--- src/rtl/fetch_unit_pkg.sv ---
// Shared constants and redirect-priority encoding for the instruction fetch front end.
package fetch_unit_pkg;

    localparam logic [31:0] PC_START  = 32'h0000_1000;
    localparam logic [31:0] INSTR_NOP = 32'h0000_0013;

    typedef enum logic [1:0] {
        REDIR_NONE   = 2'd0,
        REDIR_BRANCH = 2'd1,
        REDIR_JUMP   = 2'd2,
        REDIR_IRQ    = 2'd3
    } redir_sel_e;

    function automatic redir_sel_e redir_select(input logic irq, input logic jmp, input logic br);
        if (irq) return REDIR_IRQ;
        if (jmp) return REDIR_JUMP;
        if (br)  return REDIR_BRANCH;
        return REDIR_NONE;
    endfunction

endpackage

--- src/rtl/fetch_fifo.sv ---
// First-word-fall-through FIFO with wrap-bit pointers; any DEPTH >= 1.
module fetch_fifo #(
    parameter int WIDTH = 32,
    parameter int DEPTH = 4,
    localparam int AW   = (DEPTH > 1) ? $clog2(DEPTH) : 1,
    localparam int CW   = $clog2(DEPTH + 1)
) (
    input  logic             clk,
    input  logic             srst,
    input  logic             push,
    input  logic [WIDTH-1:0] push_data,
    input  logic             pop,
    input  logic             flush,
    output logic [WIDTH-1:0] head_data,
    output logic [CW-1:0]    count,
    output logic             full,
    output logic             empty
);

    logic [WIDTH-1:0] mem_q [DEPTH];
    logic [AW:0]      wr_ptr_q, wr_ptr_d;
    logic [AW:0]      rd_ptr_q, rd_ptr_d;
    logic             do_push, do_pop;

    // Index wraps at DEPTH (not 2**AW) and the extra MSB toggles on each wrap.
    function automatic logic [AW:0] ptr_inc(input logic [AW:0] p);
        if (p[AW-1:0] == AW'(DEPTH - 1)) return {~p[AW], {AW{1'b0}}};
        return p + (AW + 1)'(1);
    endfunction

    assign empty     = (wr_ptr_q == rd_ptr_q);
    assign full      = (wr_ptr_q[AW] != rd_ptr_q[AW]) && (wr_ptr_q[AW-1:0] == rd_ptr_q[AW-1:0]);
    assign do_pop    = pop & ~empty;
    assign do_push   = push & (~full | do_pop);
    assign head_data = mem_q[rd_ptr_q[AW-1:0]];

    always_comb begin
        if (wr_ptr_q[AW] == rd_ptr_q[AW])
            count = CW'(wr_ptr_q[AW-1:0]) - CW'(rd_ptr_q[AW-1:0]);
        else
            count = CW'(DEPTH) - CW'(rd_ptr_q[AW-1:0]) + CW'(wr_ptr_q[AW-1:0]);
    end

    always_comb begin
        wr_ptr_d = wr_ptr_q;
        rd_ptr_d = rd_ptr_q;
        if (flush) begin
            wr_ptr_d = '0;
            rd_ptr_d = '0;
        end else begin
            if (do_push) wr_ptr_d = ptr_inc(wr_ptr_q);
            if (do_pop)  rd_ptr_d = ptr_inc(rd_ptr_q);
        end
    end

    always_ff @(posedge clk) begin
        if (srst) begin
            wr_ptr_q <= '0;
            rd_ptr_q <= '0;
        end else begin
            wr_ptr_q <= wr_ptr_d;
            rd_ptr_q <= rd_ptr_d;
        end
    end

    always_ff @(posedge clk) begin
        if (do_push && !flush) mem_q[wr_ptr_q[AW-1:0]] <= push_data;
    end

endmodule

--- src/rtl/fetch_unit.sv ---
// Pipelined instruction fetch: PC, credit-limited requests, prefetch queue, redirect flush.
// Optional combinational empty-queue bypass is enabled by defining FETCH_BYPASS_EN.
module fetch_unit
    import fetch_unit_pkg::*;
#(
    parameter int              XLEN            = 32,
    parameter int              DEPTH           = 4,
    parameter int              MAX_OUTSTANDING = 2,
    parameter logic [XLEN-1:0] RESET_PC        = XLEN'(PC_START)
) (
    input  logic            clk,
    input  logic            reset,
    input  logic            interrupt,
    input  logic [XLEN-1:0] evec,
    input  logic            jump_taken,
    input  logic [XLEN-1:0] jump_target,
    input  logic            branch_taken,
    input  logic [XLEN-1:0] branch_target,
    output logic [XLEN-1:0] fetch_addr,
    output logic            fetch_request,
    input  logic            fetch_ready,
    input  logic            fetch_data_valid,
    input  logic [XLEN-1:0] fetch_data,
    output logic            inst_valid,
    output logic [XLEN-1:0] inst,
    output logic [XLEN-1:0] inst_pc,
    input  logic            inst_ready
);

    localparam int QCW = $clog2(DEPTH + 1);
    localparam int SCW = $clog2(MAX_OUTSTANDING + 1);

    logic [XLEN-1:0]   fetch_pc_q, fetch_pc_d;
    logic [SCW-1:0]    discard_q, discard_d;
    logic              redirect;
    logic [XLEN-1:0]   redirect_target;
    logic              accept, resp, keep, bypass;

    logic [SCW-1:0]    outstanding;
    logic              sh_full, sh_empty;
    logic [XLEN-1:0]   sh_head;

    logic [QCW-1:0]    q_count;
    logic              q_full, q_empty, q_push, q_pop;
    logic [2*XLEN-1:0] q_head;

    always_comb begin
        redirect = interrupt | jump_taken | branch_taken;
        case (redir_select(interrupt, jump_taken, branch_taken))
            REDIR_IRQ:  redirect_target = evec;
            REDIR_JUMP: redirect_target = jump_target;
            default:    redirect_target = branch_target;
        endcase
    end

    // Outstanding counts every accepted request, including ones already marked for discard.
    assign fetch_request = !reset && !redirect && !sh_full && !q_full
                           && (32'(outstanding) + 32'(q_count) < 32'(DEPTH));
    assign fetch_addr    = fetch_pc_q;
    assign accept        = fetch_request & fetch_ready;
    assign resp          = fetch_data_valid & ~sh_empty & ~reset;
    assign keep          = resp & ~redirect & (discard_q == '0);

    always_comb begin
        fetch_pc_d = fetch_pc_q;
        discard_d  = discard_q;
        if (redirect) begin
            fetch_pc_d = redirect_target;
            discard_d  = outstanding - SCW'(resp);
        end else begin
            if (accept) fetch_pc_d = fetch_pc_q + XLEN'(4);
            if (resp && discard_q != '0) discard_d = discard_q - SCW'(1);
        end
    end

    always_ff @(posedge clk) begin
        if (reset) begin
            fetch_pc_q <= RESET_PC;
            discard_q  <= '0;
        end else begin
            fetch_pc_q <= fetch_pc_d;
            discard_q  <= discard_d;
        end
    end

    always_comb begin
`ifdef FETCH_BYPASS_EN
        bypass = keep & q_empty;
`else
        bypass = 1'b0;
`endif
        inst_valid = ~q_empty | bypass;
        if (!q_empty) begin
            inst    = q_head[2*XLEN-1:XLEN];
            inst_pc = q_head[XLEN-1:0];
        end else if (bypass) begin
            inst    = fetch_data;
            inst_pc = sh_head;
        end else begin
            inst    = XLEN'(INSTR_NOP);
            inst_pc = RESET_PC;
        end
        q_pop  = ~q_empty & inst_ready;
        q_push = keep & ~(bypass & inst_ready);
    end

    // Address shadow: one entry per in-flight request, popped by every response.
    fetch_fifo #(.WIDTH(XLEN), .DEPTH(MAX_OUTSTANDING)) u_pc_shadow (
        .clk       (clk),
        .srst      (reset),
        .push      (accept),
        .push_data (fetch_pc_q),
        .pop       (resp),
        .flush     (1'b0),
        .head_data (sh_head),
        .count     (outstanding),
        .full      (sh_full),
        .empty     (sh_empty)
    );

    fetch_fifo #(.WIDTH(2 * XLEN), .DEPTH(DEPTH)) u_inst_queue (
        .clk       (clk),
        .srst      (reset),
        .push      (q_push),
        .push_data ({fetch_data, sh_head}),
        .pop       (q_pop),
        .flush     (redirect),
        .head_data (q_head),
        .count     (q_count),
        .full      (q_full),
        .empty     (q_empty)
    );

endmodule

--- config.mk ---
export PLATFORM = sky130hd
export DESIGN_NAME = fetch_unit
export DESIGN_NICKNAME = d
export VERILOG_FILES = /design/src/rtl/fetch_unit_pkg.sv /design/src/rtl/fetch_fifo.sv /design/src/rtl/fetch_unit.sv
export SDC_FILE = /design/constraint.sdc
export NUM_CORES = 1
export LEC_CHECK = 0
export CAP_MARGIN = 40
export CORE_MARGIN = 2
export CORE_UTILIZATION = 40
export CTS_CLUSTER_DIAMETER = 150
export DETAILED_ROUTE_END_ITERATION = 10
export SETUP_SLACK_MARGIN = 0.4
export SLEW_MARGIN = 10
export SYNTH_ARGS = -nofsm -noshare
export SYNTH_HDL_FRONTEND = slang
export SYNTH_SLANG_ARGS = --single-unit
--- constraint.sdc ---
create_clock -name clk -period 4.7 [get_ports clk]
set_input_delay 0.94 -clock clk [delete_from_list [all_inputs] [get_ports clk]]
set_output_delay 0.94 -clock clk [all_outputs]
set_load 0.005 [all_outputs]
==> results.md <==
* Max_cap viols at 0
* Final Cycle Share at 0.863
* Die X at 198 um
* Setup Skew at 0.0103 ns
* Initial antenna violation count at 0
* ANT cells at 0
* Top_reg_cell synth: edfxtp_1
* Multi-input gate area at 0.00431 mm^2
* Post-Layout Cell Count at 1711
* Register Area at 0.0106 mm^2
* Power share of the combinational group at 0.051
* GR Util met3 at 0.0354
* PD cells at 348 mW/mm^2
* Worst-path maximum fanout at 44
* RSZ-0062 raised after global routing: yes
* Total CTS buffers at 38
* Total routed wirelength at 34.2 mm
* Yosys warns at 0
* Top post-synthesis cells by count: 320 x edfxtp_1, 69 x and2_1, 64 x mux4_2, 55 x nor2_1, 47 x dfxtp_1
* Largest net degree at the start of global routing at 68
* Final setup TNS at 0 ns
* Total power at 6.71 mW
* Final GP Congestion at 0.871
* CTS root buf: clkbuf_16
* Skew-Pair Late Insertion Delay at 0.51 ns
* DRT Pass-1 Iters at 8
* GR Layer Usage met2 at 0.293
* Top cells by area, synth: edfxtp_1 64%, mux4_2 9.6%, dfxtp_1 6.2%
* CTS tree: done
* Required time of the critical path at 3.76 ns
* Mapped Cells at 928
* Worst setup EP type: primary output
* CTS Sinks at 367
* CP arrival at 3.12 ns
* Syn Nets at 1078
* Post-synth top area cell: edfxtp_1
* Vias in the first global route at 8947
* Final min period at 4.06 ns
* Detailed-route vias per instance at 5.12
* Clock Tree Buf Depth at 3
* Placed Cells at 1646
* CTS H-tree depth at 2
* Final Util at 0.516
* Die area at 0.0393 mm^2
* Post-Syn Area at 0.0151 mm^2
* WL/cell at 20.0 um
* Initial Util at 0.403
* Least-Margin Pin Slew at 0.887 ns
* Most common cell in the netlist: edfxtp_1
* FMAX at 0.247 GHz
* Worst vdd ir at 235 uV
* Hold Fails Final Rpt at 0
* Floorplan Core Area at 0.0374 mm^2
* Post-synth ARST share at 0
* Synth top area share at 0.637
* Setup crit start kind: register
* Number of port buffers at 233
* Clock Power Share at 0.411
* Area Growth Syn to Fin at 28.0%
* Sequential-to-total area share from yosys stat at 0.700
* Final Max Tran Viols at 0
* Row Count at 71
* # fillers at 3174
* Layout cells sized above 1 at 0.163
* DR iter-0 viols at 451
* Sw Ratio at 0.202
* Layout Nets at 1325
* First-pass GRT wire length at 52.0 mm
* Die Ht at 198 um
* Part of the power in registers at 0.537
* Hold WS at 0.504 ns
* GRT Util Overall at 0.175
* Critical path class: reg -> out
* DRC viols at 0
* Leak at 6.18 nW
* #FFs+latches synth at 367
* Worst-path clk slew at 0.06 ns
* IO Pins at 234
* Final setup violation count at 0
* Sw power at 1.36 mW
* Antenna Violating Nets Remaining at 0
* Cell Int Power at 5.36 mW
* Post-synth cell types at 52
* Met1 Track Usage GR at 0.234
* Total gr overflow at 0
* EDFF count, synth at 320
* Slew HR at 0.403
* Half-perimeter wire length after placement at 23.2 mm
* Via count at 8766
* Avg Inst Size Synth at 16.3 um^2
* Status: complete, no violations
* Hold Path Class: reg -> reg
* Busiest grt layer: met2
## per-layer routing
metal  wire [um]  part of all wire
met1       15300              0.45
met2       16400              0.48
met3        1940             0.057
met4         653             0.019
met5           0                 0
## layout by cell type (no fill, tap or decap), types with 4 or more instances in the layout
master           count
nand3_1             18
mux4_2              64
o21ai_0             14
nor3_1              17
inv_1               14
or2_2                5
dfxtp_1             45
buf_4               19
nand4_1             10
nand2b_1             4
mux2i_1              9
nor2_1              53
clkinv_1             9
and3_1               8
o22ai_1             18
ha_1                13
buf_12               7
clkdlybuf4s50_1    232
clkbuf_16           38
a22oi_1              8
and2_1              65
mux2_2              32
xor2_1              11
clkinv_2             4
nand2_1             33
edfxtp_1           320
a31oi_1              4
a211oi_1            19
xnor2_1             13
and2_4               4
clkbuf_1            10
a21oi_1             37
## worst max-delay path, cell delays in order (launching register included)
cell and delay (ns):
dfxtp_1 0.39, inv_1 0.11, ha_1 0.35, nand2_1 0.09, nor2_1 0.45, inv_2 0.32, buf_12 0.26, and2_1 0.16
clkdlybuf4s50_1 0.45
## power by group through the flow
stage	Combinational (mW)	Clock (mW)	Sequential, mW
global route	0.375	2.95	3.61
global placement	0.344	0	3.67
finish	0.345	2.76	3.61
CTS	0.347	2.83	3.61
floorplan	0.131	0	3.66
detailed placement	0.345	0	3.68
## area by class of cell
class,instances,share of cell area
inverter,16,0.00311
clock buffer,48,0.0512
tap,511,0.0331
multi-input combinational,493,0.223
sequential,367,0.547
clock inverter,17,0.00732
timing repair buffer,259,0.135
## repair_timing
action                                 4_1_cts  5_1_grt
endpoints found under the hold margin        0        0
setup endpoints to repair                    0        1
resized for setup                            0        1
hold buffers                                 0        0
setup buffers                                0        0
## worst paths after layout
path                                          startpoint             end  slack (ns)  depth (start not counted)
worst max-delay path            u_inst_queue.wr_ptr_q[0]        inst[20]        0.64                          8
worst min-delay path                       fetch_addr[1]   fetch_addr[1]        0.50                          2
worst min register to register             fetch_addr[1]   fetch_addr[1]        0.50                          2
worst max register to register  u_inst_queue.wr_ptr_q[0]  fetch_addr[13]        1.41                         11
## sequential cells by signal (all words and copies together) (netlist names), named ones only
name                   count
u_inst_queue.mem_q       256
u_pc_shadow.mem_q         64
fetch_addr                32
u_inst_queue.rd_ptr_q      3
u_inst_queue.wr_ptr_q      3
discard_q                  2
u_pc_shadow.rd_ptr_q       2
u_pc_shadow.wr_ptr_q       2
## kinds of logic (layout without fill, tap and decap cells)
kind of cell | count (synthesis) | count (layout) | share of synthesized area
flip-flops | 367 | 367 | 0.700
AND/OR/NAND/NOR | 234 | 234 | 0.0817
multiplexers | 105 | 105 | 0.125
AO/OA/AOI/OAI | 116 | 116 | 0.0500
adder cells (fa/ha/maj) | 14 | 14 | 0.0121
XOR/XNOR | 24 | 24 | 0.0139
buffers and inverters | 68 | 340 | 0.0173
## per-stage QoR
| step | cell area (um^2) | worst slack, ns |
|---|---|---|
| after floorplan | 15100 | 0.536 |
| after global placement | 18100 | 0.634 |
| after detailed placement | 18200 | 0.534 |
| after CTS | 19300 | 0.533 |
| after global routing | 19300 | 0.395 |
| final | 19300 | 0.644 |
No activity file was read; power rests on OpenSTA's default activity.
